[src/rtl/time2bin.sv]
// time2bin: converts a m:ss.cc BCD preset into a binary centisecond count,
// one digit per clock by shift-and-add multiply-accumulate.
//
// Ports:
//   clk      in   1  system clock, rising edge
//   rst      in   1  synchronous active-high reset
//   start    in   1  conversion request, sampled only when idle
//   min_in   in   4  minutes digit, 0..MAX_MIN
//   sec_tens in   4  seconds tens digit, 0..5
//   sec_ones in   4  seconds units digit, 0..9
//   cs_tens  in   4  centiseconds tens digit, 0..9
//   cs_ones  in   4  centiseconds units digit, 0..9
//   bin      out 16  result in centiseconds, updated on success only
//   busy     out  1  conversion in progress
//   done     out  1  one-cycle completion / rejection pulse
//   err      out  1  last request had an illegal digit
module time2bin #(
  parameter int unsigned MAX_MIN = 9
) (
  input  logic        clk,
  input  logic        rst,
  input  logic        start,
  input  logic [3:0]  min_in,
  input  logic [3:0]  sec_tens,
  input  logic [3:0]  sec_ones,
  input  logic [3:0]  cs_tens,
  input  logic [3:0]  cs_ones,
  output logic [15:0] bin,
  output logic        busy,
  output logic        done,
  output logic        err
);

  typedef enum logic [1:0] {
    IDLE = 2'd0,
    CALC = 2'd1,
    DONE = 2'd2
  } state_t;

  localparam logic [3:0] MaxMin = 4'(MAX_MIN);

  state_t      state_q, state_d;
  logic [1:0]  step_q, step_d;
  logic [15:0] acc_q, acc_d;
  logic [3:0]  st_q, st_d;
  logic [3:0]  so_q, so_d;
  logic [3:0]  ct_q, ct_d;
  logic [3:0]  co_q, co_d;
  logic [15:0] bin_q, bin_d;
  logic        busy_q, busy_d;
  logic        done_q, done_d;
  logic        err_q, err_d;

  logic        legal;
  logic [3:0]  dig;
  logic [15:0] x6;
  logic [15:0] x10;
  logic [15:0] mac;

  // Digit legality of the request presented on the inputs.
  assign legal = (min_in <= MaxMin)
              && (sec_tens <= 4'd5)
              && (sec_ones <= 4'd9)
              && (cs_tens <= 4'd9)
              && (cs_ones <= 4'd9);

  // Radix of the first step is 6 (tens of seconds), the rest are 10.
  assign x6  = (acc_q << 2) + (acc_q << 1);
  assign x10 = (acc_q << 3) + (acc_q << 1);

  always_comb begin
    dig = 4'd0;
    unique case (step_q)
      2'd0: dig = st_q;
      2'd1: dig = so_q;
      2'd2: dig = ct_q;
      2'd3: dig = co_q;
      default: dig = 4'd0;
    endcase
  end

  assign mac = ((step_q == 2'd0) ? x6 : x10) + {12'd0, dig};

  always_comb begin
    state_d = state_q;
    step_d  = step_q;
    acc_d   = acc_q;
    st_d    = st_q;
    so_d    = so_q;
    ct_d    = ct_q;
    co_d    = co_q;
    bin_d   = bin_q;
    busy_d  = busy_q;
    done_d  = 1'b0;
    err_d   = err_q;
    unique case (state_q)
      IDLE: begin
        if (start) begin
          st_d = sec_tens;
          so_d = sec_ones;
          ct_d = cs_tens;
          co_d = cs_ones;
          if (legal) begin
            acc_d   = {12'd0, min_in};
            step_d  = 2'd0;
            err_d   = 1'b0;
            busy_d  = 1'b1;
            state_d = CALC;
          end else begin
            err_d   = 1'b1;
            done_d  = 1'b1;
            state_d = DONE;
          end
        end
      end
      CALC: begin
        acc_d  = mac;
        step_d = step_q + 2'd1;
        if (step_q == 2'd3) begin
          bin_d   = mac;
          busy_d  = 1'b0;
          done_d  = 1'b1;
          state_d = DONE;
        end
      end
      DONE: begin
        state_d = IDLE;
      end
      default: begin
        busy_d  = 1'b0;
        state_d = IDLE;
      end
    endcase
  end

  always_ff @(posedge clk) begin
    if (rst) begin
      state_q <= IDLE;
      step_q  <= 2'd0;
      acc_q   <= 16'd0;
      st_q    <= 4'd0;
      so_q    <= 4'd0;
      ct_q    <= 4'd0;
      co_q    <= 4'd0;
      bin_q   <= 16'd0;
      busy_q  <= 1'b0;
      done_q  <= 1'b0;
      err_q   <= 1'b0;
    end else begin
      state_q <= state_d;
      step_q  <= step_d;
      acc_q   <= acc_d;
      st_q    <= st_d;
      so_q    <= so_d;
      ct_q    <= ct_d;
      co_q    <= co_d;
      bin_q   <= bin_d;
      busy_q  <= busy_d;
      done_q  <= done_d;
      err_q   <= err_d;
    end
  end

  assign bin  = bin_q;
  assign busy = busy_q;
  assign done = done_q;
  assign err  = err_q;

endmodule

[config.mk]
export PLATFORM = sky130hd
export DESIGN_NAME = time2bin
export DESIGN_NICKNAME = d
export VERILOG_FILES = /design/src/rtl/time2bin.sv
export SDC_FILE = /design/constraint.sdc
export NUM_CORES = 1
export LEC_CHECK = 0
export BUFFER_PORTS_ARGS = -buffer_cell sky130_fd_sc_hd__buf_4
export CAP_MARGIN = 15
export CORE_ASPECT_RATIO = 0.9
export CORE_UTILIZATION = 45
export DETAILED_ROUTE_END_ITERATION = 6
export GPL_TIMING_DRIVEN = 1
export MAX_ROUTING_LAYER = met4
export PLACE_DENSITY = 0.74
export SYNTH_ARGS = -nofsm -noshare
export SYNTH_HDL_FRONTEND = slang
export SYNTH_SLANG_ARGS = --single-unit
[constraint.sdc]
create_clock -name clk -period 7.3 [get_ports clk]
set_clock_uncertainty 0.15 [all_clocks]
set_input_delay 0.365 -clock clk [delete_from_list [all_inputs] [get_ports clk]]
set_output_delay 0.365 -clock clk [all_outputs]
set_load 0.05 [all_outputs]
==> results.json <==
{
  "power_switching_mw": 0.146,
  "p_per_area_nw_per_um2": 136,
  "syn_area_per_cell_um2": 7.90,
  "insertion_delay_ps": 310,
  "crit_buf_inv": 3,
  "period_minus_slack_ps": 4460,
  "crit_path_max_fanout": 21,
  "syn_nets": 537,
  "outcome": "finished clean",
  "switching_share": 0.253,
  "clk_pin_slew_ps": 100,
  "cts.sinks": 54,
  "root_buffer": "clkbuf_8",
  "slowest_delay_ps": 690,
  "cts_buffer_depth": 2,
  "cpMaxStageDelayCell": "ha_1",
  "grt_max_degree": 57,
  "crit_type": "reg -> reg",
  "cts_hold_buf": 0,
  "placed_cell_area_um2": 4130,
  "num_vias": 3548,
  "synth_mux_area_frac": 0.0334,
  "htreeDepth": 2,
  "startpoint": "step_q[0]",
  "reg2reg_from": "step_q[0]",
  "pwr-share-clk": 0.355,
  "synthXorXnorAreaFrac": 0.0592,
  "slew_violations": 0,
  "slew_headroom": 0.279,
  "vias_per_cell": 5.88,
  "syn-instance-count": 479,
  "seqCellArea_um2": 1080,
  "netlist_area_um2": 3780,
  "min_period_over_period": 0.610,
  "cts-resized-gates": 0,
  "fin_util": 0.523,
  "leakagePower_nw": 1.82,
  "yosysTopAreaCell": "dfxtp_1",
  "finalPower_mw": 0.577,
  "postCtsSetupRepairBufs": 0,
  "die_w_um": 98.7,
  "peakVddDrop_mv": 0.0891,
  "area_growth_pct": 12.1,
  "die_h_um": 89.0,
  "multi_input_area_um2": 2560,
  "hold_viol": 0,
  "arrival_ps": 4540,
  "cts_tree": "yes",
  "fmax_ghz": 0.224,
  "r2r_cells": 13,
  "critPathLaunchType": "flip-flop",
  "synth_top_family_by_area": "compound AO/OA/AOI/OAI gates",
  "ys_top_cells_by_area": "dfxtp_1 29%, ha_1 11%, a21oi_1 7.1%, nand2_1 6.8%, nor2_1 4.9%",
  "ys_ff_latch": 54,
  "rsz0062_at_grt": "false",
  "final_cell_area_um2": 4240,
  "combPwrFrac": 0.109,
  "place_congestion": 0.874,
  "synth-compound-area-share": 0.249,
  "maxCapViolCount": 0,
  "antenna_found_initial": 0,
  "yosys.area_share.simple": 0.214,
  "synth_edf_count": 0,
  "antenna_left": 0,
  "path_delay_family": "adder cells",
  "drive_gt1_frac": 0.137,
  "grt_pass1_wl_mm": 15.3,
  "ff2ff_setup_slack_ps": 2840,
  "portBuffers": 41,
  "dieArea_um2": 8780,
  "whs_endpoint": "co_q[0]",
  "grt_use_total": 0.225,
  "final_common_cell": "nand2_1",
  "setup-violations-final": 0,
  "layout_common_cells": "69 x nand2_1, 54 x a21oi_1, 54 x dfxtp_1",
  "pwr-share-seq": 0.536,
  "pin_count": 42,
  "synth_flop_cell": "dfxtp_1",
  "ys_types": 60,
  "hp-class": "in -> reg",
  "nets": 561,
  "drt-pass1-iter-count": 5,
  "tns_ps": 0,
  "cp-end-kind": "flip-flop",
  "yosys_warnings": 0,
  "coreArea_um2": 8110,
  "grt.overflow.total": 0,
  "hpwlAfterDp_mm": 7.16,
  "synthAdderAreaFrac": 0.122,
  "yosysTopAreaCellShare": 0.286,
  "totalWireLength_mm": 9.49,
  "path_cells": "inv_1 -> ha_1 -> inv_1 -> a21oi_1 -> ha_1 -> inv_1 -> fa_1 -> nor2b_1 -> o21bai_1 -> a2111o_1 -> or4_1 -> xnor3_1 -> a211oi_1",
  "wire_per_inst_um": 15.7,
  "whs_path_depth": 3,
  "crit_top_cell": "inv_1",
  "tightestPinTransition_ps": 1080,
  "drt-initial-drc-count": 242,
  "reg2reg_to": "bin[15]",
  "grt_pass1_vias": 3094,
  "fill_cells": 772,
  "yosysSeqAreaShare": 0.286,
  "crit_required_ps": 7380,
  "antenna_cells": 0,
  "p_int_mw": 0.431,
  "cts_buffers": 5,
  "synthArstFlopShare": 0,
  "drc": 0,
  "row_count": 31,
  "min-delay-start": "cs_ones[0]",
  "initial_utilization": 0.467
}
==> power by group through the flow <==
stage          combinational, mW  sequential (mW)  clock, mW
3_5_place_dp              0.0615            0.316          0
3_3_place_gp              0.0603            0.316          0
5_1_grt                   0.0688            0.310      0.217
4_1_cts                   0.0624            0.309      0.208
6_report                  0.0628            0.309      0.205
2_1_floorplan             0.0360            0.318          0
==> worst max-delay path by stage <==
stage	cells after the start	endpoint	slack (ps)
2_1_floorplan	16	bin[15]	3600
3_3_place_gp	13	bin[15]	3120
3_5_place_dp	13	bin[15]	2990
4_1_cts	13	bin[15]	2880
5_1_grt	13	bin[15]	2550
6_report	13	bin[15]	2840
==> layer usage <==
layer,vias up,track usage,part of all wire
li1,1776,-,-
met1,1673,0.318,0.50
met2,91,0.352,0.45
met3,8,0.0274,0.041
met4,0,0.0326,0.0078
met5,-,-,0
==> cells in the mapped netlist (all sizes together), types with 4 or more instances <==
cell / instances
nor3b: 4
nor2: 49
xor2: 10
ha: 32
nor3: 6
a31oi: 11
nand2: 69
nor4: 4
o21bai: 4
nand3: 17
a21oi: 57
and2: 4
inv: 12
xnor2: 13
o21ai: 15
or3: 4
dfxtp: 54
mux2: 5
a21o: 9
a211oi: 11
buf: 4
nand2b: 5
clkbuf: 21
mux2i: 7
a22oi: 6
==> state kept, by name, indices dropped and copies added (netlist names) <==
signal	count
acc_q	15
bin	16
busy	1
co_q	4
ct_q	4
done	1
err	1
so_q	4
st_q	4
state_q	2
step_q	2
==> cell type report <==
class,instances,area share
clock buffers,5,0.0162
multi-input cells,388,0.605
well taps,99,0.0292
clock inverters,3,0.0103
flip-flops and latches,54,0.255
repair buffers,42,0.0743
inverters,12,0.0106
==> worst min-delay path, delay by kind of cell <==
family                 cells  cell delay (ps)
AND/OR/NAND/NOR            1               50
AO/OA/AOI/OAI              1               50
buffers and inverters      1              110
==> stage by stage <==
step / hold WS, ps / std cells / setup WS, ps
after floorplan: 284 / 479 / 3600
after global placement: 294 / 595 / 3120
after detailed placement: 299 / 595 / 2990
after CTS: 139 / 603 / 2880
after global routing: 139 / 603 / 2550
final: 144 / 603 / 2840
==> cells by family (layout without fill, tap and decap cells) <==
logic type	count (synthesis)	in the layout
AND/OR/NAND/NOR	177	177
AO/OA/AOI/OAI	140	140
flip-flops	54	54
buffers and inverters	37	62
adder cells (fa/ha/maj)	35	35
XOR/XNOR	24	24
multiplexers	12	12
No activity file was read; power rests on OpenSTA's default activity.
